## config.mk

```make
export PLATFORM = sky130hd
export DESIGN_NAME = ldl_cdc_rx_qual_v1_flat
export DESIGN_NICKNAME = d
export VERILOG_FILES = /design/src/rtl/ldl_cdc_rx_qual_v1_if.sv /design/src/rtl/ldl_cdc_rx_qual_v1.sv /design/src/flat_wrapper.sv
export SDC_FILE = /design/constraint.sdc
export NUM_CORES = 1
export LEC_CHECK = 0
export ABC_AREA = 1
export ABC_CLOCK_PERIOD_IN_PS = 2700
export CORE_MARGIN = 1
export CORE_UTILIZATION = 40
export CTS_BUF_LIST = sky130_fd_sc_hd__clkbuf_4
export DETAILED_ROUTE_END_ITERATION = 12
export SETUP_SLACK_MARGIN = 0.02
export SYNTH_ARGS = -nofsm -noshare
export SYNTH_HDL_FRONTEND = slang
export SYNTH_SLANG_ARGS = --single-unit
```

## constraint.sdc

```tcl
create_clock -name rx_clk -period 2.7 [get_ports rx_clk]
set_input_delay 0.27 -clock rx_clk [delete_from_list [all_inputs] [get_ports rx_clk]]
set_output_delay 0.27 -clock rx_clk [all_outputs]
set_load 0.02 [all_outputs]
```

## src/rtl/ldl_cdc_rx_qual_v1_if.sv

```systemverilog
// Output-side bundle of the CDC receive qualifier: holding-buffer handshake plus change strobe.
// drop_cnt exists only when LDL_CDC_RX_QUAL_DROP_CNT_EN is defined.
interface ldl_cdc_rx_qual_v1_if #(
  parameter int DW  = 8,
  parameter int DCW = 8
);
  logic          out_valid;
  logic          out_ready;
  logic [DW-1:0] out_data;
  logic          changed;
`ifdef LDL_CDC_RX_QUAL_DROP_CNT_EN
  logic [DCW-1:0] drop_cnt;
`endif

  modport master (
    output out_valid,
    output out_data,
    output changed,
`ifdef LDL_CDC_RX_QUAL_DROP_CNT_EN
    output drop_cnt,
`endif
    input  out_ready
  );

  modport slave (
    input  out_valid,
    input  out_data,
    input  changed,
`ifdef LDL_CDC_RX_QUAL_DROP_CNT_EN
    input  drop_cnt,
`endif
    output out_ready
  );
endinterface

```

## src/rtl/ldl_cdc_rx_qual_v1.sv

```systemverilog
// Run-length qualifier for CDC receive data feeding a one-entry, newest-wins holding buffer.
// Define LDL_CDC_RX_QUAL_DROP_CNT_EN to add the saturating overwritten-update counter (drop_cnt).
module ldl_cdc_rx_qual_v1 #(
  parameter int DW  = 8,
  parameter int SW  = 4,
  parameter int DCW = 8
) (
  input  logic                 rx_clk,
  input  logic                 rx_rst,
  input  logic [SW-1:0]        stable_len,
  input  logic [DW-1:0]        din,
  ldl_cdc_rx_qual_v1_if.master bus
);

  localparam logic [SW-1:0] RunMax = {SW{1'b1}};

  logic [DW-1:0] prev;
  logic [SW-1:0] rl;
  logic [DW-1:0] acc;
  logic          acc_vld;
  logic          out_valid_q;
  logic [DW-1:0] out_data_q;
  logic          changed_q;

  logic          same;
  logic [SW-1:0] run;
  logic [SW-1:0] target;
  logic          qualify;
  logic          load;

  // A saturated run repeats run==rl with identical data; that must not re-qualify.
  always_comb begin
    same    = (din == prev);
    target  = (stable_len == '0) ? SW'(1) : stable_len;
    run     = SW'(1);
    if (same) begin
      run = (rl == RunMax) ? RunMax : rl + SW'(1);
    end
    qualify = (run == target) && !(same && (rl == run));
    load    = qualify && (!acc_vld || (din != acc));
  end

  always_ff @(posedge rx_clk) begin
    if (!rx_rst) begin
      prev        <= '0;
      rl          <= '0;
      acc         <= '0;
      acc_vld     <= 1'b0;
      out_valid_q <= 1'b0;
      out_data_q  <= '0;
      changed_q   <= 1'b0;
    end else begin
      prev      <= din;
      rl        <= run;
      changed_q <= load;
      if (qualify) begin
        acc_vld <= 1'b1;
      end
      // A load always wins over a completing handshake, so the buffer stays full.
      if (load) begin
        acc         <= din;
        out_data_q  <= din;
        out_valid_q <= 1'b1;
      end else if (out_valid_q && bus.out_ready) begin
        out_valid_q <= 1'b0;
      end
    end
  end

  assign bus.out_valid = out_valid_q;
  assign bus.out_data  = out_data_q;
  assign bus.changed   = changed_q;

`ifdef LDL_CDC_RX_QUAL_DROP_CNT_EN
  logic [DCW-1:0] drop_q;

  // Counts loads that overwrite an unconsumed entry; sticks at all-ones.
  always_ff @(posedge rx_clk) begin
    if (!rx_rst) begin
      drop_q <= '0;
    end else if (load && out_valid_q && !bus.out_ready && (drop_q != {DCW{1'b1}})) begin
      drop_q <= drop_q + DCW'(1);
    end
  end

  assign bus.drop_cnt = drop_q;
`endif

endmodule

```

## src/flat_wrapper.sv

```systemverilog
// flat-port wrapper written by rule: the top's interface ports become plain ports
module ldl_cdc_rx_qual_v1_flat 
#(
  parameter int DW  = 8,
  parameter int SW  = 4,
  parameter int DCW = 8
)
  (rx_clk, rx_rst, stable_len, din, bus_out_valid, bus_out_data, bus_changed, bus_out_ready);
  ldl_cdc_rx_qual_v1_if #(.DW(DW), .DCW(DCW)) bus_i ();
  input  logic rx_clk;
  input  logic rx_rst;
  input  logic [SW-1:0] stable_len;
  input  logic [DW-1:0] din;
  output wire logic [$bits(bus_i.out_valid)-1:0] bus_out_valid;
  output wire logic [$bits(bus_i.out_data)-1:0] bus_out_data;
  output wire logic [$bits(bus_i.changed)-1:0] bus_changed;
  input wire logic [$bits(bus_i.out_ready)-1:0] bus_out_ready;
  assign bus_out_valid = bus_i.out_valid;
  assign bus_out_data = bus_i.out_data;
  assign bus_changed = bus_i.changed;
  assign bus_i.out_ready = bus_out_ready;
  ldl_cdc_rx_qual_v1 #(.DW(DW), .SW(SW), .DCW(DCW)) u_core (.rx_clk(rx_clk), .rx_rst(rx_rst), .stable_len(stable_len), .din(din), .bus(bus_i));
endmodule
```

* Word level (Yosys, flattened, before mapping) *
Cells that the tools add are included.

storage, ports and cells
  register bits after elaboration = 23
  input bits = 15
  word-level logic and storage cells = 26

cells by class
  add/sub/neg operators = 1
  eq/ne operators = 5
  multiplexer cells = 5
  reductions and logical operators = 9

operators with widths
  cell                                                            number
  4-bit 2-to-1 mux                                                3
  4-bit equality test                                             2
  8-bit equality test                                             1
  8-bit inequality test                                           1
  4-bit by 1-bit adder with 4-bit output (second input constant)  1
  4-bit equality test (second input constant)                     1
  1-bit logical AND                                               4
  4-bit logical NOT                                               1
  1-bit logical NOT                                               2
  1-bit 2-to-1 mux                                                2
  2-bit nonzero test                                              1
  1-bit logical OR                                                1

* Logic depth before layout (Yosys ltp) *
Gate-level depths: netlist of run 1.

  depth in word-level cells = 9
  depth in mapped cells = 15
  gate-level depth less buffers = 15

* Least setup slack after synthesis of run 1 *
OpenSTA, ideal clock, no wires.

  kind = register to register
  start = register u_core.rl[0]
  end = register u_core.acc[7]
  setup time = 0.064 ns
  arrival time = 1.565 ns
  data required time = 2.636 ns
  path slack = 1.071 ns
  cell stages (with the launch flop) = 15
  buffers on the path = 0
  cells stage by stage = dfxtp_1 -> ha_1 -> nand2_1 -> inv_1 -> o21ai_0 -> nand2_1 -> nand3_1 -> nand2_1 -> nand2_1 -> nand2_2 -> nor2_8 -> nand3_4 -> nand2_1 -> inv_1 -> nor2_1

between the ends
  cells in the longest elaborated chain, start to end = 8
  elaborated cells on any way between the ends = 10
  classes of those cells = 1 x add/sub; 3 x eq/ne; 2 x mux; 4 x reduce/logical

RTL lines
  item                                                                                  RTL line                  RTL
  from (decl)                                                                           ldl_cdc_rx_qual_v1.sv:18  logic [SW-1:0] rl;
  from (signal assigned)                                                                ldl_cdc_rx_qual_v1.sv:54  rl <= run;
  4-bit by 1-bit adder with 4-bit output / 4-bit equality test (equally long branches)  ldl_cdc_rx_qual_v1.sv:37  run = (rl == RunMax) ? RunMax : rl + SW'(1);
  4-bit 2-to-1 mux                                                                      ldl_cdc_rx_qual_v1.sv:37
  4-bit 2-to-1 mux                                                                      ldl_cdc_rx_qual_v1.sv:36  if (same) begin
  4-bit equality test                                                                   ldl_cdc_rx_qual_v1.sv:39  qualify = (run == target) && !(same && (rl == run));
  1-bit logical AND                                                                     ldl_cdc_rx_qual_v1.sv:39
  1-bit logical NOT                                                                     ldl_cdc_rx_qual_v1.sv:39
  1-bit logical AND (*)                                                                 ldl_cdc_rx_qual_v1.sv:39
  1-bit logical AND (*)                                                                 ldl_cdc_rx_qual_v1.sv:40  load = qualify && (!acc_vld || (din != acc));
  to (signal assigned)                                                                  ldl_cdc_rx_qual_v1.sv:61  acc <= din;
  to (decl)                                                                             ldl_cdc_rx_qual_v1.sv:19  logic [DW-1:0] acc;

Mark *: on every way between the ends. The rest lies on a longest branch, timed or not.
A chain may end at the register's enable or synchronous reset.

* Worst setup path after layout of run 1 *
  start = input din[6]
  end = register u_core.acc[4]

between the ends
  cells in the longest elaborated chain, start to end = 7
  elaborated cells on any way between the ends = 10
  classes of those cells = 4 x eq/ne; 1 x mux; 5 x reduce/logical

RTL lines
  item                   RTL line                  RTL
  from (decl)            flat_wrapper.sv:13        input logic [DW-1:0] din;
  8-bit equality test    ldl_cdc_rx_qual_v1.sv:33  same = (din == prev);
  4-bit 2-to-1 mux       ldl_cdc_rx_qual_v1.sv:36
  4-bit equality test    ldl_cdc_rx_qual_v1.sv:39
  1-bit logical AND      ldl_cdc_rx_qual_v1.sv:39
  1-bit logical NOT      ldl_cdc_rx_qual_v1.sv:39
  1-bit logical AND      ldl_cdc_rx_qual_v1.sv:39
  1-bit logical AND (*)  ldl_cdc_rx_qual_v1.sv:40

Marked as above.

==> results of run 1 <==
[worst reg2reg max path: cells and delay by family, from the launching register on]
kind	cells	cell delay [ps]
adder cells (fa/ha/maj)	1	190
AND/OR/NAND/NOR	11	1060
buffers and inverters	3	180
flip-flops	1	410
[power by group]
group	switching, uW	internal (uW)
sequential	8.58	353
clock	107	55.3
combinational	74.2	57.1
[cells in the final DEF, fill, tap and decap left out, drive strengths merged, types with 2 or more instances in the layout]
master         instances
nand2                 65
inv                   49
clkdlybuf4s50         24
dfxtp                 23
nor2                  19
nand4                 14
nand3                  6
o22ai                  4
xnor2                  3
a21oi                  3
o21ai                  3
xor2                   3
clkbuf                 3
nor3                   2
[Yosys cell counts (all sizes together)]
cell,instances,share of area [%]
a211oi,1,0.57
a21oi,3,1.1
a31oi,1,0.47
clkbuf,2,0.57
dfxtp,23,35
ha,1,0.94
inv,49,14
nand2,65,20
nand3,6,3.6
nand4,14,7.7
nor2,19,9.0
nor3,2,0.75
o21ai,3,1.1
o22ai,4,1.9
xnor2,3,2.0
xor2,3,2.0
[cells by family after synthesis]
| group | after synthesis | share of synthesized area, % |
|---|---|---|
| adder cells (fa/ha/maj) | 1 | 0.9424 |
| AO/OA/AOI/OAI | 12 | 5.183 |
| AND/OR/NAND/NOR | 106 | 40.81 |
| XOR/XNOR | 6 | 3.959 |
| flip-flops | 23 | 34.68 |
| buffers and inverters | 51 | 14.42 |
[routing by layer]
layer / track usage (%) / vias to the layer above / wire [um]
met5: 0 / - / 0
met4: 6.977 / 0 / 34
met3: 3.712 / 4 / 105
met2: 29.37 / 37 / 1315
met1: 23.47 / 576 / 1371
li1: - / 663 / -
[worst paths after layout]
check	start	to	slack [ps]	depth (start not counted)
hold / removal	u_core.bus.out_valid	u_core.bus.out_valid	470	2
setup reg to reg	u_core.rl[0]	u_core.acc[4]	810	15
setup / recovery	din[6]	u_core.acc[4]	800	12
hold reg to reg	u_core.bus.out_valid	u_core.bus.out_valid	470	2
[final cells by class]
class,count,area (um^2)
Multi-Input combinational cell,125,675.6
Timing Repair Buffer,25,247.7
Inverter,49,183.9
Fill cell,332,1453
Sequential cell,23,460.4
Clock buffer,3,22.52
Tap cell,44,55.05
Clock inverter,1,5.005
[stage by stage]
| step | power [uW] | instances | hold slack (ps) | setup slack, ps |
|---|---|---|---|---|
| 2_1_floorplan | 447.7 | 199 | 363.5 | 1071 |
| 3_3_place_gp | 499.6 | 266 | 469.5 | 492.4 |
| 3_5_place_dp | 500.2 | 266 | 457.4 | 449.3 |
| 4_1_cts | 664.8 | 270 | 475.8 | 790.2 |
| 5_1_grt | 699.6 | 270 | 497.6 | 600.6 |
| 6_report | 655.3 | 270 | 469.3 | 804.1 |
[state kept, by name, indices dropped and copies added, names as in the netlist]
register              cells
u_core.acc                8
u_core.prev               8
u_core.rl                 4
u_core.acc_vld            1
u_core.bus.changed        1
u_core.bus.out_valid      1
==> run_results.csv, run 1 <==
group,metric,value,unit
sta,fmax,527.4,MHz
sta,finalHoldViolCount,0,
setup_path,cp.required,2950,ps
pwr,peakVddDrop,0.2081,mV
placement,hpwl,2220,um
finish,area_growth,24.32,%
setup_path,crit_family,"simple AND/OR/NAND/NOR gates",
flow_run,cap_viol_max_count,0,
floorplanning,std_cell_rows,20,
yosys,syn_area,0.001328,mm^2
setup_path,worstPathCellList,"clkdlybuf4s50_1, xnor2_1, nand2_2, nor2_8, nand4_1, nand2_1, nand2_2, nor2_8, nand3_4, nand2_1, inv_1, nor2_1",
clock_network,post-cts-setup-buffers,0,
routing,drt-initial-drc-count,69,
setup_path,cp-start-kind,"primary input",
routing,drc_errors,0,
sta,period_needed,1896,ps
yosys,syn-num-nets,215,
setup_path,arrival,2150,ps
global_route,grt-ovfl-total,0,
setup_path,cp_slowest_cell,"clkdlybuf4s50_1",
global_route,grt_max_degree,14,
global_route,track_usage,18.09,%
global_route,grt_pass1_vias,1162,
outcome,status,"completed",
yosys,ys_seq_elements,23,
sta,skew,5.657,ps
sta,drv_slew,0,
clock_network,post_cts_resize_count,0,
floorplanning,start_util,42.78,%
placement,place_area,0.001623,mm^2
yosys,yosysSeqAreaShare,34.68,%
sta,finalSetupViolCount,0,
clock_network,postCtsHoldBufs,0,
setup_path,slowest_delay,570,ps
clock_network,clock_path_buffers,2,
clock_network,path_clk_slew,130,ps
routing,ant_nets,0,
hold_path,hp-class,"reg2reg",
floorplanning,die_x,59.61,um
routing,wl,2826,um
sta,fin_tns_setup,0,ps
placement,globalplace.congestion,0.8654,
clock_network,cts_inserted_buffers,3,
floorplanning,io_pins,25,
clock_network,tritoncts,"built",
routing,vias,1280,
routing,wl_per_cell,10.47,um
finish,nNetsFinal,243,
floorplanning,coreArea,0.003103,mm^2
floorplanning,dieHeight,59.61,um
global_route,grt_pass1_wl,4871,um
finish,n_antenna_cell,0,
setup_path,worstSetupEndpointType,"flop",
global_route,antenna_found_initial,0,
sta,relSlewSlack,73.31,%
setup_path,crit_type,"in2reg",
routing,vias_per_cell,4.741,
clock_network,clk_latency,310,ps
placement,io_buffer_count,24,
finish,postLayoutCoreUtil,53.19,%
pwr,power_density,397.1,mW/mm^2
floorplanning,die_area,0.003553,mm^2
routing,first_pass_iters,4,
finish,drive_above_1_share,8.407,%
yosys,synth.distinct_cells,23,
clock_network,clockRootBuffer,"clkbuf_4",
setup_path,path_max_fanout,10,
sta,tightest_slew,399.0,ps
yosys,avgSynthCellArea,6.671,um^2
yosys,synth_cells,199,
clock_network,clock-sinks,23,
setup_path,cp_num_buf_inv,2,
yosys,synth_warnings,0,
clock_network,cts_max_level,1,
sta,fin_crit_sh,70.22,%
pwr,power.leakage,0.0008566,uW
finish,fin_area,0.001650,mm^2
sta,rsz0062_at_grt,"no",
Power figures use the tool's default switching activity.
==> run 2, diff against run 1 <==
Settings changed: ABC_CLOCK_PERIOD_IN_PS 2700 to 1800.
Clock period 2.7 ns to 1.8 ns, I/O delays scaled along.
==> run 2 against run 1 <==
- clock power is 53% higher
- utilization is 10 points higher
- highest routed layer unchanged
- largest cell class unchanged
- design area is 20% higher
- largest power group unchanged
- critical endpoint is now u_core.acc[3]
==> run_results.csv, run 2 (synthesis results as in run 1) <==
group,metric,value,unit
outcome,status,"completed",
clock_network,cts_inserted_buffers,3,
setup_path,slowest_delay,520,ps
sta,fmax,563.4,MHz
clock_network,clock-sinks,23,
finish,nNetsFinal,270,
finish,area_growth,48.73,%
sta,period_needed,1775,ps
floorplanning,coreArea,0.003103,mm^2
placement,globalplace.congestion,0.8968,
placement,hpwl,2301,um
placement,io_buffer_count,24,
floorplanning,io_pins,25,
placement,dp_slack,-323.1,ps
hold_path,hp-class,"in2reg",
finish,final_common_cell,"nand2_1",
sta,finalSetupViolCount,0,
setup_path,arrival,2010,ps
pwr,power.leakage,0.001010,uW
sta,tightest_slew,337.6,ps
setup_path,cp.required,2030,ps
global_route,grt-ovfl-total,0,
routing,vias_per_cell,4.630,
sta,drv_slew,0,
setup_path,cp_num_buf_inv,2,
routing,drc_errors,0,
routing,first_pass_iters,4,
finish,nFillCells,308,
finish,postLayoutCoreUtil,63.63,%
clock_network,clk_latency,310,ps
pwr,peakVddDrop,0.3971,mV
floorplanning,start_util,42.78,%
pwr,power_density,528.1,mW/mm^2
clock_network,cts_max_level,1,
setup_path,cp-start-kind,"primary input",
clock_network,clockRootBuffer,"clkbuf_4",
global_route,grt_max_degree,19,
clock_network,postCtsHoldBufs,0,
sta,skew,4.227,ps
finish,n_antenna_cell,0,
sta,finalHoldViolCount,0,
clock_network,clock_path_buffers,2,
setup_path,worstSetupEndpointType,"flop",
setup_path,path_max_fanout,6,
clock_network,path_clk_slew,140,ps
setup_path,crit_family,"simple AND/OR/NAND/NOR gates",
setup_path,crit_top_cell,"nand2_1",
routing,wl,3303,um
sta,fin_crit_sh,98.60,%
finish,layout_common_cells,"nand2_1 (53), inv_1 (41), clkdlybuf4s50_1 (22), buf_4 (22), dfxtp_1 (21)",
sta,relSlewSlack,77.32,%
routing,vias,1375,
setup_path,worstPathCellList,"clkdlybuf4s50_1, xnor2_2, nand2_2, nor2_4, nand3_2, nand2_1, nand4_4, nand3_4, nand2_1, inv_1, nor2_1",
floorplanning,dieHeight,59.61,um
finish,top_regs,"u_core.acc (8), u_core.prev (8), u_core.rl (4)",
finish,drive_above_1_share,27.27,%
setup_path,crit_type,"in2reg",
global_route,antenna_found_initial,0,
global_route,track_usage,19.77,%
routing,ant_nets,0,
sta,layout_setup_ws,25.15,ps
floorplanning,std_cell_rows,20,
floorplanning,die_area,0.003553,mm^2
global_route,grt_pass1_vias,1248,
routing,drt-initial-drc-count,40,
setup_path,cp_slowest_cell,"clkdlybuf4s50_1",
sta,rsz0062_at_grt,"yes",
routing,wl_per_cell,11.12,um
global_route,grt_pass1_wl,5299,um
flow_run,cap_viol_max_count,0,
floorplanning,die_x,59.61,um
clock_network,tritoncts,"built",
==> run 2: worst paths after layout <==
kind | startpoint | to | slack [ps] | cells past startpoint
worst max register to register | u_core.prev[2] | u_core.acc[3] | 40 | 10
worst min register to register | u_core.bus.out_valid | u_core.bus.out_valid | 470 | 2
worst min-delay path | din[1] | u_core.prev[1] | 150 | 3
worst max-delay path | din[3] | u_core.acc[3] | 30 | 11
==> run 2: worst register-to-register path: stages (launching register included) <==
cell     delay (ps)
dfxtp_1         330
xnor2_1         160
nand2_2         160
nor2_4          230
nand3_2         120
nand2_1         160
nand4_4         190
nand3_4         190
nand2_1          60
inv_1            50
nor2_1           40
==> run 2: report_power, final <==
group,internal [uW],leakage (uW),switching (uW)
Clock,83.1,0.0000177,167
Combinational,115,0.000803,135
Sequential,530,0.000189,13.3
==> run 2: what timing repair did <==
action / CTS / global route
setup buffers: 3 / 0
cloned: 1 / 3
resized for setup: 6 / 28
endpoints found under the setup margin: 9 / 11
pin swaps: 2 / 16
==> run 2: cell type report <==
| class | instances | area [um^2] | area share (%) |
|---|---|---|---|
| Multi-Input combinational cell | 129 | 812.0 | 41.13 |
| Sequential cell | 23 | 462.9 | 23.45 |
| Timing Repair Buffer | 48 | 432.9 | 21.93 |
| Inverter | 49 | 183.9 | 9.316 |
| Tap cell | 44 | 55.05 | 2.788 |
| Clock buffer | 3 | 22.52 | 1.141 |
| Clock inverter | 1 | 5.005 | 0.2535 |
==> run 2: per-stage QoR <==
| stage | area (um^2) | instances | hold slack (ps) | setup TNS (ps) | power (uW) |
|---|---|---|---|---|---|
| 6_report | 1974 | 297 | 147.2 | 0 | 1043 |
| 5_1_grt | 1974 | 297 | 153.5 | -573.0 | 1096 |
| 4_1_cts | 1852 | 294 | 456.3 | 0 | 1030 |
| 2_1_floorplan | 1328 | 199 | 273.5 | 0 | 671.6 |
| 3_3_place_gp | 1773 | 286 | 461.9 | -2549 | 769.4 |
| 3_5_place_dp | 1773 | 286 | 457.3 | -3143 | 771.8 |
==> run 2: metal layers <==
layer / vias to the layer above / global-route usage (%) / routed length, um
met3: 7 / 3.057 / 145
met4: 0 / 5.980 / 46
met1: 611 / 25.77 / 1537
met2: 33 / 33.55 / 1573
li1: 724 / - / -
met5: - / 0 / 0
